### config.mk
export PLATFORM = sky130hd
export DESIGN_NAME = rf_write_scheduler
export DESIGN_NICKNAME = d
export VERILOG_FILES = /design/src/rtl/rf_sched_pkg.sv /design/src/rtl/rf_sched_fifo.sv /design/src/rtl/rf_write_scheduler.sv
export SDC_FILE = /design/constraint.sdc
export NUM_CORES = 1
export LEC_CHECK = 0
export CAP_MARGIN = 5
export CORE_MARGIN = 5
export CORE_UTILIZATION = 40
export DETAILED_ROUTE_END_ITERATION = 8
export PLACE_DENSITY = 0.78
export SKIP_LAST_GASP = 1
export SLEW_MARGIN = 20
export SYNTH_ARGS = -nofsm -noshare
export SYNTH_HDL_FRONTEND = slang
export SYNTH_SLANG_ARGS = --single-unit
### constraint.sdc
create_clock -name clk -period 3 [get_ports clk]
set_input_delay 0.6 -clock clk [delete_from_list [all_inputs] [get_ports clk]]
set_output_delay 0.6 -clock clk [all_outputs]
set_load 0.02 [all_outputs]
### src/rtl/rf_sched_pkg.sv
// rf_sched_pkg: shared widths and write-port record for the register-file write scheduler
package rf_sched_pkg;
  localparam int REG_ADDR_W = 5;
  localparam int DATA_W = 32;
  localparam int NUM_REGS = 1 << REG_ADDR_W;
  localparam int STARVE_CNT_W = 4;
  typedef struct packed {
    logic [REG_ADDR_W-1:0] addr;
    logic [DATA_W-1:0] data;
  } rf_wr_t;
endpackage

### src/rtl/rf_sched_fifo.sv
// rf_sched_fifo: small result buffer holding completed long-latency writes in arrival order
module rf_sched_fifo
  import rf_sched_pkg::*;
#(
  parameter int DEPTH = 2
) (
  input  logic clk,
  input  logic reset,
  input  logic push,
  input  logic pop,
  input  rf_wr_t din,
  output rf_wr_t head,
  output logic [$clog2(DEPTH+1)-1:0] count,
  output logic full,
  output logic empty
);
  localparam int PW = $clog2(DEPTH);
  localparam int CW = $clog2(DEPTH + 1);
  localparam logic [CW-1:0] DEPTH_C = CW'(DEPTH);
  rf_wr_t mem [DEPTH];
  logic [PW-1:0] rd_ptr, wr_ptr;
  assign head = mem[rd_ptr];
  assign full = count == DEPTH_C;
  assign empty = count == '0;
  always_ff @(posedge clk or posedge reset)
    if (reset) begin
      rd_ptr <= '0;
      wr_ptr <= '0;
      count <= '0;
    end else begin
      wr_ptr <= push ? wr_ptr + 1'b1 : wr_ptr;
      rd_ptr <= pop ? rd_ptr + 1'b1 : rd_ptr;
      count <= (push && !pop) ? count + 1'b1 : (pop && !push) ? count - 1'b1 : count;
    end
  always_ff @(posedge clk)
    if (push) mem[wr_ptr] <= din;
endmodule

### src/rtl/rf_write_scheduler.sv
// rf_write_scheduler: shares the RF write port between WB and an out-of-order long-latency unit
module rf_write_scheduler
  import rf_sched_pkg::*;
#(
  parameter int FIFO_DEPTH = 2,
  parameter int STARVE_LIMIT = 4
) (
  input  logic clk,
  input  logic reset,
  input  logic wb_reg_write,
  input  logic [REG_ADDR_W-1:0] wb_addr,
  input  logic [DATA_W-1:0] wb_data,
  input  logic lu_valid,
  input  logic [REG_ADDR_W-1:0] lu_addr,
  input  logic [DATA_W-1:0] lu_data,
  output logic lu_ready,
  input  logic issue_valid,
  input  logic [REG_ADDR_W-1:0] issue_addr,
  output logic issue_ready,
  input  logic [REG_ADDR_W-1:0] id_rs_addr,
  input  logic [REG_ADDR_W-1:0] id_rt_addr,
  input  logic [REG_ADDR_W-1:0] id_rd_addr,
  output logic hazard_stall,
  output logic wb_hold,
  output logic rf_we,
  output logic [REG_ADDR_W-1:0] rf_waddr,
  output logic [DATA_W-1:0] rf_wdata,
  output logic [NUM_REGS-1:0] pending_mask
);
  localparam int CW = $clog2(FIFO_DEPTH + 1);
  localparam logic [CW-1:0] DEPTH_C = CW'(FIFO_DEPTH);
  localparam logic [STARVE_CNT_W-1:0] LIMIT = STARVE_CNT_W'(STARVE_LIMIT);
  rf_wr_t head;
  logic [CW-1:0] count;
  logic full, empty, push, wb_req, fifo_win, wb_win, fifo_commit, issue_fire;
  logic [NUM_REGS-1:0] set_mask, clr_mask;
  logic [STARVE_CNT_W-1:0] starve_cnt, starve_nxt;
  rf_sched_fifo #(.DEPTH(FIFO_DEPTH)) fifo (
    .clk(clk),
    .reset(reset),
    .push(push),
    .pop(fifo_win),
    .din({lu_addr, lu_data}),
    .head(head),
    .count(count),
    .full(full),
    .empty(empty)
  );
  always_comb begin
    lu_ready = count < DEPTH_C;
    push = lu_valid && !full;
    wb_req = wb_reg_write && wb_addr != '0 && !reset;
    fifo_win = !empty && (wb_hold || !wb_req);
    wb_win = wb_req && !fifo_win;
    fifo_commit = fifo_win && head.addr != '0;
    rf_we = wb_win || fifo_commit;
    rf_waddr = wb_win ? wb_addr : fifo_commit ? head.addr : '0;
    rf_wdata = wb_win ? wb_data : fifo_commit ? head.data : '0;
    issue_ready = !pending_mask[issue_addr];
    issue_fire = issue_valid && issue_ready && issue_addr != '0;
    set_mask = issue_fire ? NUM_REGS'(1) << issue_addr : '0;
    clr_mask = fifo_commit ? NUM_REGS'(1) << head.addr : '0;
    hazard_stall = pending_mask[id_rs_addr] || pending_mask[id_rt_addr] || pending_mask[id_rd_addr];
    starve_nxt = (fifo_win || empty) ? '0 : wb_win ? starve_cnt + 1'b1 : starve_cnt;
  end
  always_ff @(posedge clk or posedge reset)
    if (reset) begin
      pending_mask <= '0;
      starve_cnt <= '0;
      wb_hold <= 1'b0;
    end else begin
      pending_mask <= (pending_mask & ~clr_mask) | set_mask;
      starve_cnt <= starve_nxt;
      wb_hold <= starve_nxt >= LIMIT;
    end
endmodule

### Word level (Yosys, flattened, before mapping)

Memory sizes are Yosys's and may differ from the RTL's.
Index checks and enable logic that the tools add are counted.
Widths: inputs -> output; s select.

| storage, ports and cells | value |
|---|---|
| register bits | 41 |
| latch bits | 0 |
| RAM bits | 74 |
| bits in read-only memories | 0 |
| input port bits | 99 |
| output and inout port bits | 74 |
| word-level logic and storage cells | 71 |
| memories kept | 1 |

Memories:

| name | depth | bits a word | read ports | clocked after Yosys merged registers in | wr ports | line | RTL |
|---|---|---|---|---|---|---|---|
| fifo.mem | 2 | 37 | 1 | 0 | 1 | rf_sched_fifo.sv:20 | `rf_wr_t mem [DEPTH];` |

| operators by class | value |
|---|---|
| $add $sub $neg | 5 |
| multipliers | 0 |
| divide/modulo/power cells | 0 |
| order comparisons | 6 |
| eq/ne operators | 1 |
| shift-type cells | 2 |
| mux-type cells | 20 |
| bitwise operators | 3 |
| reductions and logical operators | 27 |

Operators with widths:

| cell | count |
|---|---|
| $mux 32 | 4 |
| $shl 1x5->32 const A | 2 |
| $and 32x32->32 | 1 |
| $not 32->32 | 1 |
| $or 32x32->32 | 1 |
| $lt 5x6->1 const B | 4 |
| $bmux 1 s5 | 4 |
| $reduce_bool 5->1 | 3 |
| $logic_and 1x1->1 | 10 |
| $mux 5 | 2 |
| $mux 4 | 2 |
| $logic_not 1->1 | 7 |
| $mux 1 | 6 |
| $logic_or 1x1->1 | 5 |
| $add 4x1->4 const B | 1 |
| $ge 4x3->1 const B | 1 |
| $mux 2 | 2 |
| $add 1x1->1 const B | 2 |
| $add 2x1->2 const B | 1 |
| $eq 2x2->1 const B | 1 |
| $logic_not 2->1 | 1 |
| $lt 2x2->1 const B | 1 |
| $reduce_bool 2->1 | 1 |
| $sub 2x1->2 const B | 1 |

### Logic depth before layout (Yosys ltp)

Gate-level depths: netlist of the first run.

| logic depth | value |
|---|---|
| depth after elaboration | 11 |
| depth in mapped cells | 9 |
| depth with buffers taken out | 7 |

### Cells and area by module

From an unflattened synthesis of the first run, not the netlist that was laid out.

| second synthesis, totals | value |
|---|---|
| cell total of the unflattened synthesis | 474 |
| area total of the unflattened synthesis | 6,299.8 sq um |

Modules (own cells, without submodules):

| module | times used | cells each | area an instance (sq um) | sequential area each (sq um) |
|---|---|---|---|---|
| rf_write_scheduler | 1 | 342 | 3,357.0 | 925.9 |
| rf_sched_fifo | 1 | 132 | 2,942.8 | 2,322.2 |

### Worst setup path after synthesis of the first run

Ideal clock, no wire load.

| path | value |
|---|---|
| path kind | input to output |
| start point | in wb_addr[3] |
| end point | out rf_wdata[10] |
| data arrival time | 2,463 ps |
| required time | 2,400 ps |
| setup slack | -63 ps |
| stages | 8 |
| path buffers | 3 |
| cells stage by stage | nor4_2 > a211oi_1 > or2_1 > buf_2 > or2_2 > buf_2 > clkbuf_2 > o21ai_0 |

| between the ends | value |
|---|---|
| word-level cells in the longest chain between the ends | 9 |
| elaborated cells on any way between the ends | 11 |
| classes of those cells | mux: 2; reduce/logical: 9 |

Ends and longest elaborated chain:

| element | line | RTL |
|---|---|---|
| from (decl) | rf_write_scheduler.sv:11 | `input logic [REG_ADDR_W-1:0] wb_addr,` |
| $reduce_bool 5->1 * | rf_write_scheduler.sv:52 | `wb_req = wb_reg_write && wb_addr != '0 && !reset;` |
| $logic_and 1x1->1 * (2 in a row) | rf_write_scheduler.sv:52 |  |
| $logic_not 1->1 | rf_write_scheduler.sv:53 | `fifo_win = !empty && (wb_hold \|\| !wb_req);` |
| $logic_or 1x1->1 | rf_write_scheduler.sv:53 |  |
| $logic_and 1x1->1 | rf_write_scheduler.sv:53 |  |
| $logic_and 1x1->1 or $logic_not 1->1 (tied branches) | rf_write_scheduler.sv:55, rf_write_scheduler.sv:54 |  |
| $mux 32 or $logic_and 1x1->1 (tied branches) | rf_write_scheduler.sv:58, rf_write_scheduler.sv:54 |  |
| $mux 32 * | rf_write_scheduler.sv:58 | `rf_wdata = wb_win ? wb_data : fifo_commit ? head.data : '0;` |
| to (decl) | rf_write_scheduler.sv:27 | `output logic [DATA_W-1:0] rf_wdata,` |

Mark *: on every way between the ends. The rest lies on a longest branch, timed or not.

### Final worst setup path of the first run

| path | value |
|---|---|
| start point | in wb_reg_write |
| end point | out rf_waddr[3] |

| between the ends | value |
|---|---|
| word-level cells in the longest chain between the ends | 8 |
| elaborated cells on any way between the ends | 10 |
| classes of those cells | mux: 2; reduce/logical: 8 |

Ends and longest elaborated chain:

| element | line | RTL |
|---|---|---|
| from (decl) | rf_write_scheduler.sv:10 | `input logic wb_reg_write,` |
| $logic_and 1x1->1 * (2 in a row) | rf_write_scheduler.sv:52 |  |
| $logic_not 1->1 | rf_write_scheduler.sv:53 |  |
| $logic_or 1x1->1 | rf_write_scheduler.sv:53 |  |
| $logic_and 1x1->1 | rf_write_scheduler.sv:53 |  |
| $logic_and 1x1->1 or $logic_not 1->1 (tied branches) | rf_write_scheduler.sv:55, rf_write_scheduler.sv:54 |  |
| $mux 5 or $logic_and 1x1->1 (tied branches) | rf_write_scheduler.sv:57, rf_write_scheduler.sv:54 |  |
| $mux 5 * | rf_write_scheduler.sv:57 | `rf_waddr = wb_win ? wb_addr : fifo_commit ? head.addr : '0;` |
| to (decl) | rf_write_scheduler.sv:26 | `output logic [REG_ADDR_W-1:0] rf_waddr,` |

Marked as above.

==> impl_table.tex, run 1 <==
\begin{tabular}{lr}
\hline
Metric & Value \\
\hline
\multicolumn{2}{l}{\textbf{Status}} \\
\quad Result of the run & finished clean \\
\multicolumn{2}{l}{\textbf{Layout}} \\
\quad Share of final-layout standard cells stronger than drive strength 1 & between 20\% and 30\% \\
\quad Count of filler cells inserted in the layout & 1181 \\
\quad Count of non-filler cells in the finished layout & 931 \\
\quad Number of inserted diodes & 0 \\
\quad Area Overhead vs Synth & 47.3\% \\
\quad Net count of the finished layout & 832 \\
\multicolumn{2}{l}{\textbf{Drt}} \\
\quad Via density & 5.90 \\
\quad Number of remaining DRC errors & 0 \\
\quad Top sig layer & met4 \\
\quad Routed wl met3 & 1940 um \\
\quad Total wire length & 20200 um \\
\quad Via total after detailed routing & 5497 \\
\quad Number of routed nets with antenna violations & 0 \\
\quad Iteration-0 DRC count of the detailed router & 498 \\
\quad WL/cell & around 22 um \\
\quad Routed wl met2 & 9790 um \\
\quad First-pass iteration count of the detailed router & 6 \\
\quad M1 wire length & 8050 um \\
\multicolumn{2}{l}{\textbf{Setup path}} \\
\quad CP endpoint kind & output pin \\
\quad WP data required & 2.40 ns \\
\quad Worst-path fanout max & 27 \\
\quad Data arrival time at the worst-slack endpoint & 2.37 ns \\
\quad Worst Setup Start Kind & input pin \\
\quad Reg2reg end & pending\_mask[14]\$\_DFF\_PP0\_ \\
\quad FF-to-FF setup slack & 0.59 ns \\
\quad Register-to-Register Path Depth & 6 \\
\quad Critical path class & input pin to output pin \\
\quad Launch point of the worst reg-to-reg path & fifo.rd\_ptr\$\_DFFE\_PP0P\_ \\
\quad CP Launch Point & wb\_reg\_write \\
\multicolumn{2}{l}{\textbf{Synthesis}} \\
\quad Number of flops mapped to enable cells by yosys & 74 \\
\quad Synth warnings & 0 \\
\quad Syn Std Cell Area & 6180 sq um \\
\quad Post-synthesis net count & around 620 \\
\quad Ys flop type & sky130\_fd\_sc\_hd\_\_edfxtp\_1 \\
\quad Sequential area share after synthesis & 52.5\% \\
\quad Proportion of register bits with asynchronous set or reset after synthesis & 35.7\% \\
\quad Mean Syn Cell Area & approximately 12 sq um \\
\quad Synth Instances & 521 \\
\quad Seq cells post-synth & roughly 120 \\
\quad Synth cell types & 44 \\
\multicolumn{2}{l}{\textbf{Floorplan}} \\
\quad DIE WIDTH & 134 um \\
\quad Floorplan row count & 45 \\
\quad Area inside the core boundary & between 15000 and 20000 sq um \\
\quad Effective utilization at floorplan & 40.7\% \\
\quad Full die area & between 15000 and 20000 sq um \\
\quad Num ports & roughly 170 \\
\quad Vertical die dimension & 134 um \\
\multicolumn{2}{l}{\textbf{Clocking}} \\
\quad Latest clock arrival within the worst-skew pair & 0.41 ns \\
\quad CTS H-Tree Depth & 4 \\
\quad Clock Tree Buf Depth & 2 \\
\quad Clock slew seen by the registers of the worst setup and hold paths & about 0.05 ns \\
\quad CTS tree & yes \\
\quad Clock sink count & 115 \\
\quad Root buf cell & sky130\_fd\_sc\_hd\_\_clkbuf\_16 \\
\quad Post-CTS Hold Fix Bufs & 0 \\
\quad Num CTS Buffers & 17 \\
\multicolumn{2}{l}{\textbf{Global route}} \\
\quad Vias in the first global route & 5622 \\
\quad Combined global-route utilization of all metal layers & 21.7\% \\
\quad Number of antenna violations at the first check in global routing & 0 \\
\quad Total overflow reported by the global router & 0 \\
\quad Largest net degree at the start of global routing & between 40 and 50 \\
\quad Global-route wire length before repair & 30500 um \\
\multicolumn{2}{l}{\textbf{Worst hold path}} \\
\quad HP Start & starve\_cnt[0]\$\_DFF\_PP0\_ \\
\quad Hold depth & 1 \\
\quad Worst min-delay path category & flip-flop to flip-flop \\
\quad Hold path endpoint & starve\_cnt[0]\$\_DFF\_PP0\_ \\
\multicolumn{2}{l}{\textbf{STA}} \\
\quad Least-Margin Pin Slew & 0.843 ns \\
\quad Final count of pins violating max slew & 0 \\
\quad Worst clock skew & 0.0101 ns \\
\quad Post-route worst setup slack & between 0.03 and 0.04 ns \\
\quad Setup TNS & 0 ns \\
\quad Setup repair after global routing missed its margin & yes \\
\quad Remaining max-slew budget at the tightest pin & approximately 44\% \\
\quad Number of hold-slack violations in the final timing report & 0 \\
\quad Tcrit/Tclk final & 98.9\% \\
\quad Clock period minus final worst setup slack & 2.97 ns \\
\quad Achievable frequency & 0.337 GHz \\
\quad Final setup fails & 0 \\
\multicolumn{2}{l}{\textbf{Place}} \\
\quad Count of input and output buffers & 172 \\
\quad Worst setup timing slack at the placement stage & -0.861 ns \\
\quad Weighted congestion at the end of routability-driven global placement & 0.941 \\
\quad Cells after DPL & 893 \\
\quad Detailed-placement wirelength estimate & 14600 um \\
\multicolumn{2}{l}{\textbf{Power and ir drop}} \\
\quad Static leakage & 3.59 nW \\
\quad Power density over the cells & 948 nW/um\^{}2 \\
\quad Peak supply drop & 614 uV \\
\multicolumn{2}{l}{\textbf{Job}} \\
\quad Number of maximum-capacitance constraint violations & 0 \\
\hline
\end{tabular}
-- through the flow --
stage          area [sq um]  power [mW]  hold slack, ns  utilization (%)
2_1_floorplan          6180        4.68           0.450                -
3_3_place_gp           8430        6.40           0.464             55.4
3_5_place_dp           8430        6.53           0.483             55.4
4_1_cts                8870        8.28           0.491             58.4
5_1_grt                9110        9.05           0.535             59.9
6_report               9110        8.63           0.492             59.9
-- worst max path at each step --
stage,to,slack [ns],cells after the start
after floorplan,rf_wdata[10],-0.06,8
after global placement,rf_wdata[5],-0.68,8
after detailed placement,rf_wdata[21],-0.86,8
after CTS,rf_waddr[3],-0.002,7
after global routing,rf_waddr[3],-0.02,7
final,rf_waddr[3],0.03,7
-- cell usage in the layout, fill, tap and decap left out, drive strengths merged, types with 3 or more instances in the layout --
cell type      count
or2                3
nor2              14
nor2b              9
clkdlybuf4s15      3
mux4              14
o31ai             31
dlygate4sd2        3
clkdlybuf4s50    122
and2               3
a22oi             10
a211oi             4
o21ai             47
clkinvlp           5
a21oi             13
nand3              9
edfxtp            74
clkbuf            26
nand4              3
buf               90
inv               12
mux2i             80
nand2b             8
xor2               3
xnor2              4
clkinv             5
a32oi              4
o41ai             23
dfrtp             41
nor3               3
nand2             54
-- flip-flops by register name, indices dropped and copies added, names as in the netlist --
name	count
pending_mask	32
fifo.rd_ptr	1
wb_hold	1
fifo.mem	74
fifo.wr_ptr	1
starve_cnt	4
fifo.count	2
-- cells in the mapped netlist, types with 4 or more instances --
cell	instances	area share, %
sky130_fd_sc_hd__a211oi_1	4	0.49
sky130_fd_sc_hd__nor2_1	14	0.85
sky130_fd_sc_hd__inv_1	10	0.61
sky130_fd_sc_hd__nand2_1	54	3.3
sky130_fd_sc_hd__o41ai_1	23	3.3
sky130_fd_sc_hd__buf_2	8	0.65
sky130_fd_sc_hd__a22oi_1	10	1.2
sky130_fd_sc_hd__a21oi_1	13	1.1
sky130_fd_sc_hd__clkbuf_1	19	1.2
sky130_fd_sc_hd__edfxtp_1	74	36
sky130_fd_sc_hd__nand2b_1	8	0.81
sky130_fd_sc_hd__nor2b_1	9	0.91
sky130_fd_sc_hd__dfrtp_1	41	17
sky130_fd_sc_hd__mux4_2	14	5.1
sky130_fd_sc_hd__o31ai_1	31	3.8
sky130_fd_sc_hd__a32oi_1	4	0.57
sky130_fd_sc_hd__nand3_1	9	0.73
sky130_fd_sc_hd__o21ai_0	47	3.8
sky130_fd_sc_hd__buf_1	4	0.24
sky130_fd_sc_hd__xnor2_1	4	0.57
sky130_fd_sc_hd__mux2i_1	80	13
-- cells by family (layout without fill, tap and decap cells) --
kind of cell,count (synthesis),after routing,synth area share [%]
AND/OR/NAND/NOR,117,117,9.19
XOR/XNOR,7,7,0.992
buffers and inverters,48,270,3.56
flip-flops,115,115,52.5
AO/OA/AOI/OAI,137,137,15.1
adder cells (fa/ha/maj),2,2,0.405
multiplexers,95,95,18.2
-- critical path, stage by stage --
cell and delay (ns):
sky130_fd_sc_hd__clkdlybuf4s50_1 0.50, sky130_fd_sc_hd__nand2b_4 0.09, sky130_fd_sc_hd__a211oi_2 0.25, sky130_fd_sc_hd__or2_1 0.20, sky130_fd_sc_hd__buf_6 0.25, sky130_fd_sc_hd__o21ai_0 0.13, sky130_fd_sc_hd__dlygate4sd2_1 0.34
-- repair_timing --
item | in CTS | in global routing
buffers inserted | 0 | 4
pin swaps | 3 | 8
resized for setup | 204 | 97
endpoints found under the setup margin | 40 | 40
cloned | 0 | 3
-- layer usage --
layer	track usage [%]	vias to the layer above
met5	0	-
met4	6.90	0
met3	5.81	40
met2	36.5	355
met1	27.3	2649
li1	-	2453
-- area by class of cell --
| cell class | instances | area (sq um) | share of cell area (%) |
|---|---|---|---|
| clock buffers | 17 | 425 | 4.67 |
| multi-input cells | 358 | 2840 | 31.2 |
| flip-flops and latches | 115 | 3250 | 35.7 |
| repair buffers | 229 | 2180 | 23.9 |
| well taps | 188 | 235 | 2.58 |
| clock inverters | 14 | 139 | 1.52 |
| inverters | 10 | 37.5 | 0.412 |
-- power breakdown --
| group | internal, mW | switching, mW |
|---|---|---|
| logic | 1.84 | 2.19 |
| registers | 2.20 | 0.491 |
| clock network | 1.21 | 0.711 |
No activity file was read; power rests on OpenSTA's default activity.
==> run 2: changes to the inputs <==
Settings changed: CAP_MARGIN 5 to default.
==> results of run 2 <==
Final layout, timing and power as in run 1 (identical DEF).
==> RTL edit, RTL diff (config.mk and constraints of run 1) <==
`pending_mask` no longer has a reset.
--- a/src/rtl/rf_write_scheduler.sv
+++ b/src/rtl/rf_write_scheduler.sv
@@ -65,13 +65,15 @@
   end
   always_ff @(posedge clk or posedge reset)
     if (reset) begin
-      pending_mask <= '0;
       starve_cnt <= '0;
       wb_hold <= 1'b0;
     end else begin
-      pending_mask <= (pending_mask & ~clr_mask) | set_mask;
       starve_cnt <= starve_nxt;
       wb_hold <= starve_nxt >= LIMIT;
     end
+
+  always_ff @(posedge clk) begin
+    pending_mask <= (pending_mask & ~clr_mask) | set_mask;
+  end
 endmodule
 
Function: changed (Yosys sat finds a counterexample within 4 cycles, from zero or initial values and one cycle with reset high).
==> RTL edit against run 1 <==
Count of clock-buffer cells in the layout up 1; total power down 2.9%; design area down 2.1%; via count down 4.5%; wire length down 8.8%; setup slack better by 6.9 ps; die area down 4.3%; final cell count up 0.75%; sequential cell count unchanged; maximum frequency up 0.23%; utilization up 1.7 points; area after synthesis down 4.6%; non-clock buffer count up 20; critical endpoint is now hazard_stall; largest power group unchanged.
==> RTL edit: results (changes against run 1) <==
Status
  – Status: complete, no violations

Timing
  – Worst Tran Pin Value: 620 ps (-222 ps)
  – Clk_skew: 8.76 ps (-1.32 ps)

Final layout
  – Largest regs: fifo.mem x74, pending_mask x32, starve_cnt x4
  – Multi-input logic area: 0.00272 mm2 (-4.2%)
  – Register Area: 0.00309 mm2 (-4.9%)
  – Non-clock inverters: 10 (unchanged)
  – Num sequential: 115 (unchanged)
  – Buffer share of cell area: 0.252 (+0.0133)
  – Fillers: 1107 (-6.3%)
  – Clk tree area frac: 0.0655 (+0.00358)
  – Fin nets: 842 (+1.2%)
  – Share of layout cells above drive strength 1: 0.261 (+0.0352)
  – Non-Clock Buffer Count: 249 (+8.7%)
  – Clock buffer count: 18 (+1)
  – Multi-input combinational cell count: 348 (-2.8%)

CTS
  – Clk_lat worst skew: 410 ps (about the same)
  – Inserted Clock Buffers: 17 (unchanged)
  – Clock transition at path regs: 50 ps (about the same)
  – Max clock buf depth: 2 (unchanged)
  – # Post-CTS Setup Buffers: 2 (+2)
  – Post-CTS Resized: 187 (-8.3%)

Worst hold path
  – Worst Hold Class: reg2reg
  – Hold path cells: 0 (-1)

Placed design
  – HPWL after DPL: 13900 um (-5.0%)
  – GP Congestion: 0.890 (-5.5%)
  – IO Port Bufs: 172 (unchanged)

Setup path
  – Critical path's largest stage delay: 450 ps (-50 ps)
  – Critical path peak fanout: 10 (-63%)
  – CP arrival: 2360 ps
  – CP max stage cell: clkdlybuf4s50_1
  – FF-to-FF path depth: 6 (unchanged)
  – Crit-path leading delay family: buffers and inverters

Global route
  – Initial antenna violation count: 1 (+1)
  – Largest net degree at the start of global routing: 38 (-9.5%)
  – Overall routing resource usage: 0.206 (-0.0112)
  – First-pass GRT wire length: 28500 um (-6.7%)
  – Vias in the first global route: 5407 (-3.8%)

Synth
  – Multiplexer share of the synthesized area: 0.187 (+0.00415)
  – Synth warn: 0 (unchanged)
  – Net Count, Synth: 600 (-3.5%)
  – Xor/xnor share of the synthesized area: 0.0104 (+0.000480)
  – Adder-Cell Fraction of Synth Area: 0.00424 (+0.000196)
  – Ys async rst share: 0.0783 (-0.278)
  – Post-synth EDFFs: 74 (unchanged)
  – Compound-gate portion of the synthesized area: 0.136 (-0.0150)
  – Netlist cell types: 59 (+34%)
  – Synth cell count leaders: o21ai_0, edfxtp_1, nand2_1
  – Synth area leaders: edfxtp_1, dfxtp_1, mux4_2
  – Register area share after synthesis: 0.524 (-0.00174)

Pwr
  – Clock power share: 0.233 (+0.011)
  – Internal cell power: 0.00522 W (-0.34%)
  – Leak: 3.45 nW (-4.0%)
  – Sw frac: 0.377 (-0.0160)
  – Peak supply drop: 0.526 mV (-14%)
  – Seq pwr share: 0.318 (+0.007)

Routing
  – Final wirelength: 18400 um (-8.8%)
  – DR pass1 iterations: 5 (-1)
  – Drt first-iter violations: 430 (-14%)
  – Drt via density: 5.60 (-5.2%)
==> RTL edit: per-stage QoR <==
step / setup WS, ps / area, um2 / std cells
global route: -59.0 / 8910 / 938
finish: 40.5 / 8910 / 938
floorplan: 216 / 5900 / 499
CTS: 1.48 / 8820 / 934
detailed placement: -771 / 8320 / 899
global placement: -753 / 8320 / 899
==> RTL edit: worst paths after layout <==
kind	from	to	slack (ps)
setup / recovery	id_rs_addr[0]	hazard_stall	40
hold / removal	pending_mask[0]	pending_mask[0]	430
setup reg to reg	fifo.rd_ptr	pending_mask[2]	1000
hold reg to reg	pending_mask[0]	pending_mask[0]	430
max in group asynchronous	reset	fifo.rd_ptr	2220
min in group asynchronous	reset	wb_hold	490
==> RTL edit: routing by layer <==
layer	global-route usage	up-vias	part of all wire
li1	-	2403	-
met1	0.259	2516	0.40
met2	0.328	299	0.47
met3	0.0692	31	0.10
met4	0.0817	2	0.023
met5	0	-	0.00071
